## src/rtl/alarm_ringer.sv

```systemverilog
// Alarm ringer FSM: rings, snoozes and dismisses an alarm event with registered outputs.
// Define ALARM_RINGER_PATTERN_EN to make the buzzer beep at BEEP_HALF clk half-periods instead of sounding steadily.
module alarm_ringer #(
    parameter int BEEP_HALF         = 4,
    parameter int RING_TIMEOUT_SECS = 60,
    parameter int SNOOZE_SECS       = 300,
    parameter int MAX_SNOOZE        = 3
) (
    input  logic       clk,
    input  logic       reset,
    input  logic       tick_1hz,
    input  logic       buzz_req,
    input  logic       snooze,
    input  logic       dismiss,
    output logic       buzzer_out,
    output logic       ringing,
    output logic       dismiss_ack,
    output logic [1:0] snooze_count,
    output logic [1:0] state
);

    typedef enum logic [1:0] {
        IDLE   = 2'd0,
        RING   = 2'd1,
        SNOOZE = 2'd2,
        DONE   = 2'd3
    } state_t;

    localparam logic [8:0] RING_LAST   = 9'(RING_TIMEOUT_SECS - 1);
    localparam logic [8:0] SNOOZE_LAST = 9'(SNOOZE_SECS - 1);
    localparam logic [1:0] COUNT_MAX   = 2'(MAX_SNOOZE);

    // Out-of-range parameters stop elaboration rather than silently truncating.
    if (BEEP_HALF < 1 || BEEP_HALF > 65535) begin : g_bad_beep_half
        $error("alarm_ringer: BEEP_HALF out of range");
    end
    if (RING_TIMEOUT_SECS < 1 || RING_TIMEOUT_SECS > 511) begin : g_bad_ring_timeout
        $error("alarm_ringer: RING_TIMEOUT_SECS out of range");
    end
    if (SNOOZE_SECS < 1 || SNOOZE_SECS > 511) begin : g_bad_snooze_secs
        $error("alarm_ringer: SNOOZE_SECS out of range");
    end
    if (MAX_SNOOZE < 0 || MAX_SNOOZE > 3) begin : g_bad_max_snooze
        $error("alarm_ringer: MAX_SNOOZE out of range");
    end

    state_t     state_q, state_d;
    logic [8:0] sec_cnt_q, sec_cnt_d;
    logic [1:0] count_d;
    logic       buzz_d;
    logic       ack_d;
    logic       can_snooze;
    logic       ring_timeout;
    logic       snooze_expire;
    logic       state_change;

    assign can_snooze    = (snooze_count < COUNT_MAX);
    assign ring_timeout  = tick_1hz && (sec_cnt_q == RING_LAST);
    assign snooze_expire = tick_1hz && (sec_cnt_q == SNOOZE_LAST);
    assign state_change  = (state_d != state_q);

    always_comb begin
        state_d = state_q;
        count_d = snooze_count;
        ack_d   = 1'b0;
        case (state_q)
            IDLE: begin
                if (buzz_req) state_d = RING;
            end
            RING: begin
                // Dropped alarm beats dismiss beats snooze beats timeout.
                if (!buzz_req) begin
                    state_d = IDLE;
                end else if (dismiss) begin
                    state_d = DONE;
                    ack_d   = 1'b1;
                end else if (snooze && can_snooze) begin
                    state_d = SNOOZE;
                    count_d = snooze_count + 2'd1;
                end else if (ring_timeout) begin
                    if (can_snooze) begin
                        state_d = SNOOZE;
                        count_d = snooze_count + 2'd1;
                    end else begin
                        state_d = DONE;
                        ack_d   = 1'b1;
                    end
                end
            end
            SNOOZE: begin
                if (dismiss) begin
                    state_d = DONE;
                    ack_d   = 1'b1;
                end else if (snooze_expire) begin
                    state_d = buzz_req ? RING : IDLE;
                end
            end
            DONE: begin
                if (!buzz_req) state_d = IDLE;
            end
            default: state_d = IDLE;
        endcase

        if (state_d == IDLE) count_d = 2'd0;

        sec_cnt_d = sec_cnt_q;
        if (state_change) begin
            sec_cnt_d = 9'd0;
        end else if (tick_1hz && (state_q == RING || state_q == SNOOZE)) begin
            sec_cnt_d = sec_cnt_q + 9'd1;
        end
    end

`ifdef ALARM_RINGER_PATTERN_EN
    localparam logic [15:0] BEEP_LAST = 16'(BEEP_HALF - 1);

    logic [15:0] beep_cnt_q, beep_cnt_d;

    // Entering RING starts a fresh "on" half-period; each half lasts BEEP_HALF cycles.
    always_comb begin
        beep_cnt_d = 16'd0;
        buzz_d     = 1'b0;
        if (state_d == RING) begin
            if (state_change) begin
                buzz_d = 1'b1;
            end else if (beep_cnt_q == BEEP_LAST) begin
                buzz_d = ~buzzer_out;
            end else begin
                beep_cnt_d = beep_cnt_q + 16'd1;
                buzz_d     = buzzer_out;
            end
        end
    end

    always_ff @(posedge clk) begin
        if (reset) beep_cnt_q <= 16'd0;
        else       beep_cnt_q <= beep_cnt_d;
    end
`else
    always_comb buzz_d = (state_d == RING);
`endif

    always_ff @(posedge clk) begin
        if (reset) begin
            state_q      <= IDLE;
            sec_cnt_q    <= 9'd0;
            snooze_count <= 2'd0;
            buzzer_out   <= 1'b0;
            ringing      <= 1'b0;
            dismiss_ack  <= 1'b0;
        end else begin
            state_q      <= state_d;
            sec_cnt_q    <= sec_cnt_d;
            snooze_count <= count_d;
            buzzer_out   <= buzz_d;
            ringing      <= (state_d == RING);
            dismiss_ack  <= ack_d;
        end
    end

    assign state = state_q;

endmodule

```

## config.mk

```make
export PLATFORM = sky130hd
export DESIGN_NAME = alarm_ringer
export DESIGN_NICKNAME = d
export VERILOG_FILES = /design/src/rtl/alarm_ringer.sv
export SDC_FILE = /design/constraint.sdc
export NUM_CORES = 1
export LEC_CHECK = 0
export ABC_CLOCK_PERIOD_IN_PS = 3000
export BUFFER_PORTS_ARGS = -buffer_cell sky130_fd_sc_hd__buf_2
export CORE_AREA = 10 10 52 54
export DETAILED_ROUTE_END_ITERATION = 8
export DIE_AREA = 0 0 62 64
export GPL_TIMING_DRIVEN = 0
export PLACE_DENSITY = 0.85
export SYNTH_ARGS = -nofsm -noshare
export SYNTH_HDL_FRONTEND = slang
export SYNTH_SLANG_ARGS = --single-unit
```

## constraint.sdc

```tcl
create_clock -name clk -period 3 [get_ports clk]
set_input_delay 0.3 -clock clk [delete_from_list [all_inputs] [get_ports clk]]
set_output_delay 0.3 -clock clk [all_outputs]
set_load 0.05 [all_outputs]
```

==> flow_metrics.py <==
metrics = {
    "critical_path": {
        "slowest_stage": "o31ai_2",
        "cp_cell_sequence": "ha_1 > and4b_1 > buf_6 > a41oi_1 > o22ai_2 > o31ai_2 > nor4_1",
        "worstSetupEndpointType": "flip-flop",
        "cp.arrival_ns": 2.35,
        "cp-start-kind": "flip-flop",
        "crit_family": "compound AO/OA/AOI/OAI gates",
        "path_buf_inv": 1,
        "slowest_delay_ns": 0.59,
        "required_ns": 3.14,
        "crit_type": "reg -> reg",
        "path_max_fanout": 9,
    },
    "power_and_ir_drop": {
        "leakagePower_nw": 0.447,
        "switching_share": 0.418,
        "p_switching_mw": 0.248,
        "internal_power_mw": 0.345,
        "comb_power_share": 0.425,
        "clock_power_share": 0.191,
        "p_per_area_nw_per_um2": 549,
        "sequentialPowerShare": 0.383,
        "vdd_drop_max_uv": 411,
    },
    "drt": {
        "first_iter_violations": 41,
        "avgRoutedWirePerCell_microns": 13.5,
        "vias_per_cell": 5.58,
        "drt_first_pass_iters": 4,
        "wl_microns": 2020,
        "drc": 0,
        "vias": 831,
        "detail-route-antenna-nets": 0,
    },
    "floorplan": {
        "die_h_microns": 64,
        "num_rows": 15,
        "fp.coreArea_sq_um": 1710,
        "ios": 13,
        "dieArea_sq_um": 3970,
        "die_w_microns": 62,
        "start_util": 0.566,
    },
    "logic_synthesis": {
        "synth-async-reset-ratio": 0,
        "ys.flop_type": "dfxtp_1",
        "synth_seq_cells": 15,
        "synthXorXnorAreaFrac": 0.0815,
        "postSynthAreaPerCell_sq_um": 8.87,
        "synth-simple-area-share": 0.270,
        "syn_nets": 122,
        "synth.distinct_cells": 42,
        "yosys.area.top_type": "dfxtp_1",
        "syn_inst": 109,
        "synth_top_cell_area_share": 0.310,
        "synth_fa_ha_area_frac": 0.0906,
        "yosys-top-cells-area": "dfxtp_1 31%, ha_1 9.1%, nor4_1 5.8%, xor2_1 4.5%, xnor2_1 3.6%",
        "seq_area_frac_synth": 0.310,
        "synth_mux_area_frac": 0.0207,
        "yosys_warnings": 0,
        "syn_area_sq_um": 967,
        "synth_edf_count": 0,
        "synth_top_family_by_area": "simple AND/OR/NAND/NOR gates",
        "synth_compound_gate_area_share": 0.175,
    },
    "sta": {
        "max_slew.worst_pin.slew_ns": 0.645,
        "rsz0062_at_grt": "no",
        "skew_ns": 0.00695,
        "timing.fmax_mhz": 451,
        "fin_crit_sh": 0.739,
        "relSlewSlack": 0.567,
        "slew_viol_final": 0,
        "setup_viol": 0,
        "finalSetupTns_ns": 0,
        "hold_viol_final": 0,
        "fin_crit_ns": 2.22,
        "hold_ws_ns": 0.234,
    },
    "final_layout": {
        "area_growth_pct": 11.6,
        "antenna_cells": 0,
        "layout-drive-gt1-share": 0.218,
        "mostFrequentLayoutCell": "dfxtp_1",
        "finish.utilization": 0.632,
        "most-common-layout-cells": "15 x dfxtp_1, 12 x buf_2, 9 x nand2_1, 9 x nor4_1, 7 x ha_1",
        "nets": 138,
    },
    "clock_tree": {
        "clock_sinks": 15,
        "postCtsResizedCells": 0,
        "cts_buffer_depth": 2,
        "clockRootBuffer": "clkbuf_4",
        "holdBufCountCts": 0,
        "numCtsBuffers": 3,
        "clkLatencyLatePin_ns": 0.28,
        "cts_tree": "built",
        "htreeDepth": 1,
        "path_clk_slew_ns": 0.09,
        "cts_setup_buffers": 0,
    },
    "global_routing": {
        "antenna_found_initial": 0,
        "grt_max_degree": 11,
        "overflow": 0,
        "grt_pass1_wl_microns": 3480,
        "first_global_vias": 793,
        "grt_use_total": 0.111,
    },
    "run_status": {
        "outcome": "complete, no violations",
    },
    "min_path": {
        "hp-class": "in -> reg",
    },
    "placed_design": {
        "dp_hpwl_microns": 1580,
        "place.gp.congestion": 0.910,
        "numPortBuffers": 11,
    },
    "flow_run": {
        "drv_cap": 0,
    },
}
## Yosys cell counts, types with 3 or more instances
library cell,number
a21oi_1,5
and2_1,4
clkbuf_1,3
dfxtp_1,15
ha_1,7
inv_1,4
nand2_1,9
nor2_1,5
nor2b_1,3
nor4_1,9
xnor2_1,4
xor2_1,5
## power groups by stage
stage,Combinational [mW],Sequential [mW],Clock [mW]
floorplan,0.165,0.263,0
global placement,0.245,0.231,0
detailed placement,0.252,0.232,0
CTS,0.254,0.227,0.117
global route,0.280,0.230,0.123
finish,0.252,0.227,0.113
## worst reg2reg max path: stages (launching register included)
cell,delay [ns]
dfxtp_1,0.34
ha_1,0.22
and4b_1,0.21
buf_6,0.13
a41oi_1,0.29
o22ai_2,0.15
o31ai_2,0.59
nor4_1,0.13
## cell families (layout without fill, tap and decap cells)
logic type	after synthesis	in the layout
xor gates and xnor gates	9	9
AOI/OAI and AO/OA	21	21
DFF	15	15
and+or+nand+nor	45	45
muxes	2	2
adders and majority gates	7	7
buffers and inverters	10	25
## per-layer routing
metal / vias up / GRT usage / wire, microns
li1: 434 / - / -
met1: 381 / 0.132 / 908
met2: 14 / 0.188 / 1010
met3: 2 / 0.0237 / 76
met4: 0 / 0.0335 / 25
met5: - / 0 / 0
## path summary, 6_finish.rpt
check / from / end / slack, ns / depth (start not counted)
setup / recovery: sec_cnt_q[0] / sec_cnt_q[5] / 0.78 / 7
hold / removal: reset / state[0] / 0.23 / 2
setup reg to reg: sec_cnt_q[0] / sec_cnt_q[5] / 0.78 / 7
hold reg to reg: sec_cnt_q[5] / sec_cnt_q[5] / 0.57 / 2
## stage by stage
| step | total power, mW | cell area (sq um) | setup WS [ns] | std cells |
|---|---|---|---|---|
| after CTS | 0.598 | 1080 | 0.783 | 149 |
| after global routing | 0.633 | 1080 | 0.559 | 149 |
| after floorplan | 0.428 | 967 | 0.757 | 109 |
| final | 0.593 | 1080 | 0.783 | 149 |
| after detailed placement | 0.484 | 1050 | 0.792 | 145 |
| after global placement | 0.476 | 1050 | 0.835 | 145 |
## layout make-up
| class | instances | area [sq um] |
|---|---|---|
| buffer | 6 | 35.0 |
| clock buffer | 4 | 26.3 |
| fill | 144 | 628 |
| inverter | 4 | 15.0 |
| multi-input combinational | 84 | 617 |
| sequential | 15 | 300 |
| tap | 25 | 31.3 |
| timing repair buffer | 11 | 55.1 |
## state kept, by name (all words and copies together) (netlist names)
register      cells
sec_cnt_q         9
snooze_count      2
state             2
dismiss_ack       1
ringing           1
Power figures use the tool's default switching activity.
